**src/rtl/nth_root_pkg.sv**
```systemverilog
// Shared types and width helpers for the iterative fixed-point N-th root block.
package nth_root_pkg;

  typedef enum logic [2:0] {IDLE, LOAD, POW, CMP, DONE} state_t;

  function automatic int calc_nmax(input int exp_w);
    return (1 << exp_w) - 1;
  endfunction

  function automatic int calc_out_w(input int rad_w, input int frac_w);
    return rad_w + frac_w;
  endfunction

  // Target X<<(N*FRAC_W) must fit for the largest N.
  function automatic int calc_acc_w(input int rad_w, input int exp_w, input int frac_w);
    return rad_w + calc_nmax(exp_w) * frac_w;
  endfunction

endpackage

```
**src/rtl/nth_root_pow_step.sv**
```systemverilog
// One power step: partial*guess at full width, so the comparison against the target never wraps.
module nth_root_pow_step
  import nth_root_pkg::*;
#(
  parameter int ACC_W = calc_acc_w(10, 3, 10),
  parameter int OUT_W = calc_out_w(10, 10)
) (
  input  logic [ACC_W-1:0] partial,
  input  logic [OUT_W-1:0] guess,
  input  logic [ACC_W-1:0] target,
  output logic [ACC_W-1:0] product,
  output logic             over
);

  localparam int PROD_W = ACC_W + OUT_W;

  logic [PROD_W-1:0] full;

  assign full    = PROD_W'(partial) * PROD_W'(guess);
  assign over    = full > PROD_W'(target);
  assign product = full[ACC_W-1:0];

endmodule

```
**src/rtl/nth_root_iter.sv**
```systemverilog
// Bit-serial N-th root: one result bit per trial, guess^N built by sequential multiplies.
module nth_root_iter
  import nth_root_pkg::*;
#(
  parameter int RAD_W  = 10,
  parameter int EXP_W  = 3,
  parameter int FRAC_W = 10
) (
  input  logic                    clk,
  input  logic                    rst,
  input  logic                    in_valid,
  output logic                    in_ready,
  input  logic [RAD_W-1:0]        in_data_1,
  input  logic [EXP_W-1:0]        in_data_2,
  output logic                    out_valid,
  input  logic                    out_ready,
  output logic [RAD_W+FRAC_W-1:0] out_data,
  output logic                    out_err
);

  localparam int OUT_W = calc_out_w(RAD_W, FRAC_W);
  localparam int ACC_W = calc_acc_w(RAD_W, EXP_W, FRAC_W);
  localparam logic [OUT_W-1:0] MSB_BIT = {1'b1, {(OUT_W-1){1'b0}}};

  state_t           state, next_state;
  logic [RAD_W-1:0] x_q;
  logic [EXP_W-1:0] n_q, mul_left;
  logic [ACC_W-1:0] target, partial, product;
  logic [OUT_W-1:0] result, trial_bit, guess, next_result, next_bit;
  logic             over_q, step_over, accept, power_gt, power_eq;

  assign accept      = in_valid && in_ready;
  assign guess       = result | trial_bit;
  assign next_bit    = trial_bit >> 1;
  assign power_gt    = over_q || (partial > target);
  assign power_eq    = !over_q && (partial == target);
  assign next_result = power_gt ? result : guess;
  assign out_data    = result;

  nth_root_pow_step #(.ACC_W(ACC_W), .OUT_W(OUT_W)) u_step (
    .partial(partial),
    .guess  (guess),
    .target (target),
    .product(product),
    .over   (step_over)
  );

  always_ff @(posedge clk) begin
    if (rst) state <= IDLE;
    else     state <= next_state;
  end

  always_comb begin
    next_state = state;
    case (state)
      IDLE: if (accept) next_state = (in_data_2 == '0) ? DONE : LOAD;
      LOAD: next_state = (n_q == EXP_W'(1)) ? CMP : POW;
      POW:  if (step_over || mul_left == EXP_W'(1)) next_state = CMP;
      CMP: begin
        if (power_eq || trial_bit[0]) next_state = DONE;
        else if (n_q == EXP_W'(1))    next_state = CMP;
        else                          next_state = POW;
      end
      DONE: if (out_ready) next_state = IDLE;
      default: next_state = IDLE;
    endcase
  end

  // Each trial restarts the power chain from the next guess, so partial is
  // seeded with guess itself and N-1 multiplies remain.
  always_ff @(posedge clk) begin
    if (rst) begin
      in_ready  <= 1'b0;
      out_valid <= 1'b0;
      out_err   <= 1'b0;
      x_q       <= '0;
      n_q       <= '0;
      mul_left  <= '0;
      target    <= '0;
      partial   <= '0;
      result    <= '0;
      trial_bit <= '0;
      over_q    <= 1'b0;
    end else begin
      in_ready  <= (next_state == IDLE);
      out_valid <= (next_state == DONE);
      case (state)
        IDLE: if (accept) begin
          x_q     <= in_data_1;
          n_q     <= in_data_2;
          result  <= '0;
          partial <= '0;
          over_q  <= 1'b0;
          out_err <= (in_data_2 == '0);
        end
        LOAD: begin
          target    <= ACC_W'(x_q) << (FRAC_W * int'(n_q));
          result    <= '0;
          trial_bit <= MSB_BIT;
          partial   <= ACC_W'(MSB_BIT);
          mul_left  <= n_q - EXP_W'(1);
          over_q    <= 1'b0;
        end
        POW: begin
          partial  <= product;
          over_q   <= step_over;
          mul_left <= mul_left - EXP_W'(1);
        end
        CMP: begin
          result    <= next_result;
          trial_bit <= next_bit;
          partial   <= ACC_W'(next_result | next_bit);
          mul_left  <= n_q - EXP_W'(1);
          over_q    <= 1'b0;
        end
        default: ;
      endcase
    end
  end

endmodule

```
**config.mk**
```make
export PLATFORM = sky130hd
export DESIGN_NAME = nth_root_iter
export DESIGN_NICKNAME = d
export VERILOG_FILES = /design/src/rtl/nth_root_pkg.sv /design/src/rtl/nth_root_pow_step.sv /design/src/rtl/nth_root_iter.sv
export SDC_FILE = /design/constraint.sdc
export NUM_CORES = 2
export LEC_CHECK = 0
export CORE_MARGIN = 2
export CORE_UTILIZATION = 52
export CTS_BUF_LIST = sky130_fd_sc_hd__clkbuf_8
export CTS_CLUSTER_DIAMETER = 120
export DETAILED_ROUTE_END_ITERATION = 8
export HOLD_SLACK_MARGIN = 0.15
export PLACE_DENSITY = 0.7
export SYNTH_ARGS = -nofsm -noshare
export SYNTH_HDL_FRONTEND = slang
export SYNTH_SLANG_ARGS = --single-unit
```
**constraint.sdc**
```tcl
create_clock -name clk -period 20.1 [get_ports clk]
set_clock_uncertainty 0.05 [all_clocks]
set_input_delay 4.02 -clock clk [delete_from_list [all_inputs] [get_ports clk]]
set_output_delay 4.02 -clock clk [all_outputs]
set_load 0.05 [all_outputs]
```
Word-level counts from Yosys, hierarchy flattened:

Cells that the tools add are included.

* $add $sub $neg: 2
* $mul: 2
* $lt $le $gt $ge: 2
* equality and inequality tests: 9
* shift operators: 1
* mux-type cells: 16
* bitwise logic cells: 2
* reduce and logical (&&, ||, !) cells: 19

Operators by type and width (number)
* $pmux W80 S4: 1
* $gt A100 B80 Y1: 1
* $mul A80 B20 Y100: 1
* $eq A80 B80 Y1: 1
* $gt A80 B80 Y1: 1
* $mux W80: 1
* $shl A10 B7 Y80: 1
* $pmux W20 S3: 1
* $mux W20: 2
* $pmux W20 S2: 1
* $or A20 B19 Y20: 1
* $or A20 B20 Y20: 1
* $mux W3: 5
* $pmux W3 S5: 1
* $eq A3 B1 Y1 const B: 3
* $logic_not A3 Y1: 3
* $reduce_and A2 Y1: 4
* $eq A3 B2 Y1 const B: 2
* $eq A3 B3 Y1 const B: 2
* $mul A3 B3 Y6 const A: 1
* $pmux W3 S2: 1
* $reduce_bool A3 Y1: 2
* $sub A3 B1 Y3 const B: 2
* $reduce_bool A2 Y1: 2
* other kinds (8): 12

* bits in registers: 223
* output and inout port bits: 23

Longest topological paths before layout:

* depth in word-level cells: 7
* depth in mapped cells: 44
* mapped depth without buffers: 41

Hierarchy:

A second synthesis with hierarchy kept.

* cell total of the unflattened synthesis: 7541
* area total of the unflattened synthesis: 63098.0 µm²

Modules (own cells, without submodules)
* nth_root_pow_step: instances 1, cells each 6183, area an instance 52002.4 µm², seq. area each 0.0 µm²
* nth_root_iter: instances 1, cells each 1358, area an instance 11095.6 µm², seq. area each 4464.3 µm²

Worst setup path before layout:

No wires, ideal clock.

* path type: flip-flop to flip-flop
* start point: register result[5], in the netlist out_data[5]
* end point: register over_q
* library setup time: 117 ps
* data arrival time: 9635 ps
* setup slack: 10299 ps
* stages on the path, launching flop included: 40
* path buffers: 3
* clock period less this slack: 9801 ps
* path through: dfxtp_1 -> or2_2 -> clkbuf_1 -> clkbuf_1 -> nand2_1 -> fa_1 -> inv_1 -> fa_1 -> inv_1 -> fa_1 -> inv_1 -> fa_1 -> fa_1 -> fa_1 -> inv_1 -> fa_1 -> inv_1 -> ha_1 -> [4 not listed] -> a41oi_2 -> nand2_1 -> a31oi_1 -> o31ai_1 -> a21boi_0 -> xnor2_1 -> ha_1 -> a21o_1 -> a21oi_1 -> o21ai_0 -> a221oi_1 -> o211ai_1 -> o21ai_0 -> o2111ai_1 -> nor4_4 -> nand4_1 -> or3_1 -> a22o_1

* cells in the longest elaborated chain, start to end: 4

Ends and longest elaborated chain
* start: declaration: line nth_root_iter.sv:29 `logic [OUT_W-1:0] result, trial_bit, guess, next_result, next_bit;`
* start signal: assignment: line nth_root_iter.sv:110 `result <= next_result;`
* $or A20 B20 Y20: line nth_root_iter.sv:33 `assign guess = result | trial_bit;`
* $mul A80 B20 Y100: line nth_root_pow_step.sv:19 `assign full = PROD_W'(partial) * PROD_W'(guess);`
* $gt A100 B80 Y1: line nth_root_pow_step.sv:20 `assign over = full > PROD_W'(target);`
* $pmux W1 S3: line nth_root_iter.sv:87 `case (state)`
* end signal: assignment: line nth_root_iter.sv:106 `over_q <= step_over;`
* end: declaration: line nth_root_iter.sv:30 `logic over_q, step_over, accept, power_gt, power_eq;`

Every way passes these cells.
A chain may end at the register's enable or synchronous reset.

Worst setup path after layout:

* start point: register trial_bit[15]
* end point: register over_q

* cells in the longest elaborated chain, start to end: 4

Ends and longest elaborated chain
* start: declaration: line nth_root_iter.sv:29
* start signal: assignment: line nth_root_iter.sv:111 `trial_bit <= next_bit;`
* $or A20 B20 Y20: line nth_root_iter.sv:33
* $mul A80 B20 Y100: line nth_root_pow_step.sv:19
* $gt A100 B80 Y1: line nth_root_pow_step.sv:20
* $pmux W1 S3: line nth_root_iter.sv:87

Every way passes these cells.

==> results.ini <==
[setup_path]
crit_arrival_ns = 12.73
start_kind = flip-flop
end_kind = flip-flop
crit_path_max_fanout = 43
critPathMaxStageDelay_ns = 0.81
cp_slowest_cell = o31ai_1
crit_top_cell = fa_1
critPathKind = reg2reg
cp.required_ns = 20.53

[clock_tree]
cts_hold_buf = 0
cts_resized = 0
clk_latency_ns = 0.60
cts_buffers = 38
cts_buffer_depth = 3
root_buffer = clkbuf_8
htreeDepth = 2
clkTransAtPathRegs_ns = 0.07
cts_tree = done
postCtsSetupBuffers = 0
cts_sinks = 223

[global_route]
grt.overflow.total = 0
grt_pass1_vias = 53400
grt_use_total_pct = 31.0
antenna_found_initial = 6
grt_pass1_wl_um = 299000
grt_max_degree = 89

[timing]
tightest_slew_ns = 1.33
setup_viol = 0
hold_violations = 0
rsz0062_at_grt = no
fmaxAchievable_mhz = 81.3
finalSetupTns_ns = 0
period_minus_slack_ns = 12.30
slew_viol_final = 0
fin_crit_sh_pct = 61.2
relSlewSlack_pct = 11.2

[routing]
vias = 50100
ant_nets = 0
viasPerCell = 5.69
wirelength_um = 184000
route.detailed.drc = 6
wire_per_inst_um = 20.9
first_pass_iters = 9
drtIter0Drc = 4235

[floorplanning]
core_area_um2 = 120000
initial_utilization_pct = 52.3
dieHeight_um = 351
dieArea_um2 = 123000
die_w_um = 351
ioPinCount = 40
num_rows = 127

[synth]
syn_area_per_cell_um2 = 8.39
ys.flop_type = dfxtp_1
yosysMostFrequentCell = inv_1
ys_warn_count = 0
async_reset_ff_share_pct = 0
synth_cells = 7462
yosys.area.top_type = fa_1
ys_ff_latch = 223
synth_edf_count = 0
synthesis.nets = 9256
ys_seq_area_share_pct = 7.13
synthDistinctLibCells = 91
ys_top_cells_by_count = inv_1 (1561), nand2_1 (1432), fa_1 (1400)
synth_area_leaders = fa_1 (45%), inv_1 (9.4%), nand2_1 (8.6%)
synth.top_cell.area_share_pct = 44.7
syn_area_um2 = 62600

[finish]
fin_cells = 8808
area_growth_syn_to_layout_pct = 3.55
final_nets = 8962
filler_cell_count = 11100
final_area_um2 = 64900
layout-drive-gt1-share_pct = 3.38
fin_util_pct = 54.2

[power]
leakage_nw = 31.2
power.density_nw_per_um2 = 16.0
ir_drop_mv = 0.0365

[hold_path]
hold_path_class = reg2reg

[run_status]
status = finished, violations left
failed_checks = DRC

[placement]
io_buffer_count = 39
dp_hpwl_um = 147000
dp_cells = 8739
placed_area_um2 = 64000
place.gp.congestion = 1.00

[flow_run]
cap_violations = 0

==> stage by stage <==
| stage | total power (W) | worst slack, ns | hold WS, ns |
|---|---|---|---|
| 2_1_floorplan | 0.000531 | 10.30 | 0.400 |
| 3_3_place_gp | 0.000570 | 8.11 | 0.397 |
| 3_5_place_dp | 0.000571 | 7.98 | 0.400 |
| 4_1_cts | 0.00104 | 7.92 | 0.412 |
| 5_1_grt | 0.00107 | 7.22 | 0.437 |
| 6_report | 0.00104 | 7.80 | 0.408 |
==> placed cells by master (no fill, tap or decap), drive strengths merged, types with 55 or more instances in the layout <==
master and n:
a21oi 246, inv 1570, nand4 86, a21o 89, nor2 254, ha 377
nand3 55, fa 1400, and2 474, nand2 1432, a22oi 138, o21ai 148
xnor2 55, dfxtp 223, buf 117
==> worst max-delay path, delay by kind of cell, from the launching register on <==
kind                     cells  cell delay, ns
XOR/XNOR                     1            0.51
AO/OA/AOI/OAI               13            3.30
adder cells (fa/ha/maj)      9            4.28
AND/OR/NAND/NOR              9            2.69
buffers and inverters        4            0.84
flip-flops                   1            0.40
==> flip-flops by register name, indices dropped and copies added, names as in the netlist <==
signal / count
n_q: 3
out_valid: 1
x_q: 10
mul_left: 3
partial: 80
in_ready: 1
state: 3
over_q: 1
out_err: 1
trial_bit: 20
target: 80
out_data: 20
==> routing by layer <==
| metal | global-route usage [%] | vias to the layer above | part of all wire, % |
|---|---|---|---|
| li1 | - | 21800 | - |
| met1 | 40.8 | 25700 | 40 |
| met2 | 53.2 | 2123 | 49 |
| met3 | 3.63 | 484 | 7.0 |
| met4 | 10.5 | 2 | 3.9 |
| met5 | 0 | - | 0.0065 |
==> final timing paths <==
kind	startpoint	end	slack (ns)	cells past startpoint
setup / recovery	trial_bit[15]	over_q	7.80	36
hold / removal	out_err	out_err	0.41	2
setup reg to reg	trial_bit[15]	over_q	7.80	36
hold reg to reg	out_err	out_err	0.41	2
==> where the power goes <==
group | switching (W) | internal (W) | leakage [nW]
combinational | 0.0000843 | 0.0000270 | 28.9
sequential | 0.00000690 | 0.000446 | 1.80
clock | 0.000211 | 0.000263 | 0.460
total | 0.000303 | 0.000736 | 31.2
==> cells by family (layout without fill, tap and decap cells) <==
group	after synthesis	in the layout	synth area share (%)
AND/OR/NAND/NOR	2481	2481	18.0
buffers and inverters	2051	1782	12.5
adder cells (fa/ha/maj)	1777	1777	52.3
AO/OA/AOI/OAI	817	817	8.46
flip-flops	223	223	7.13
XOR/XNOR	93	93	1.30
multiplexers	20	20	0.332
other	0	3	0
==> final cells by class <==
type                       count  area [µm²]  share of cell area (%)
multi-input combinational   5188       50400                    77.7
inverter                    1561        5860                    9.03
sequential                   223        4460                    6.88
tap                         1612        2020                    3.11
timing repair buffer         156        1270                    1.95
clock buffer                  43         592                   0.913
clock inverter                22         245                   0.378
antenna                        3        7.51                  0.0116
(Power assumes the default switching activity.)
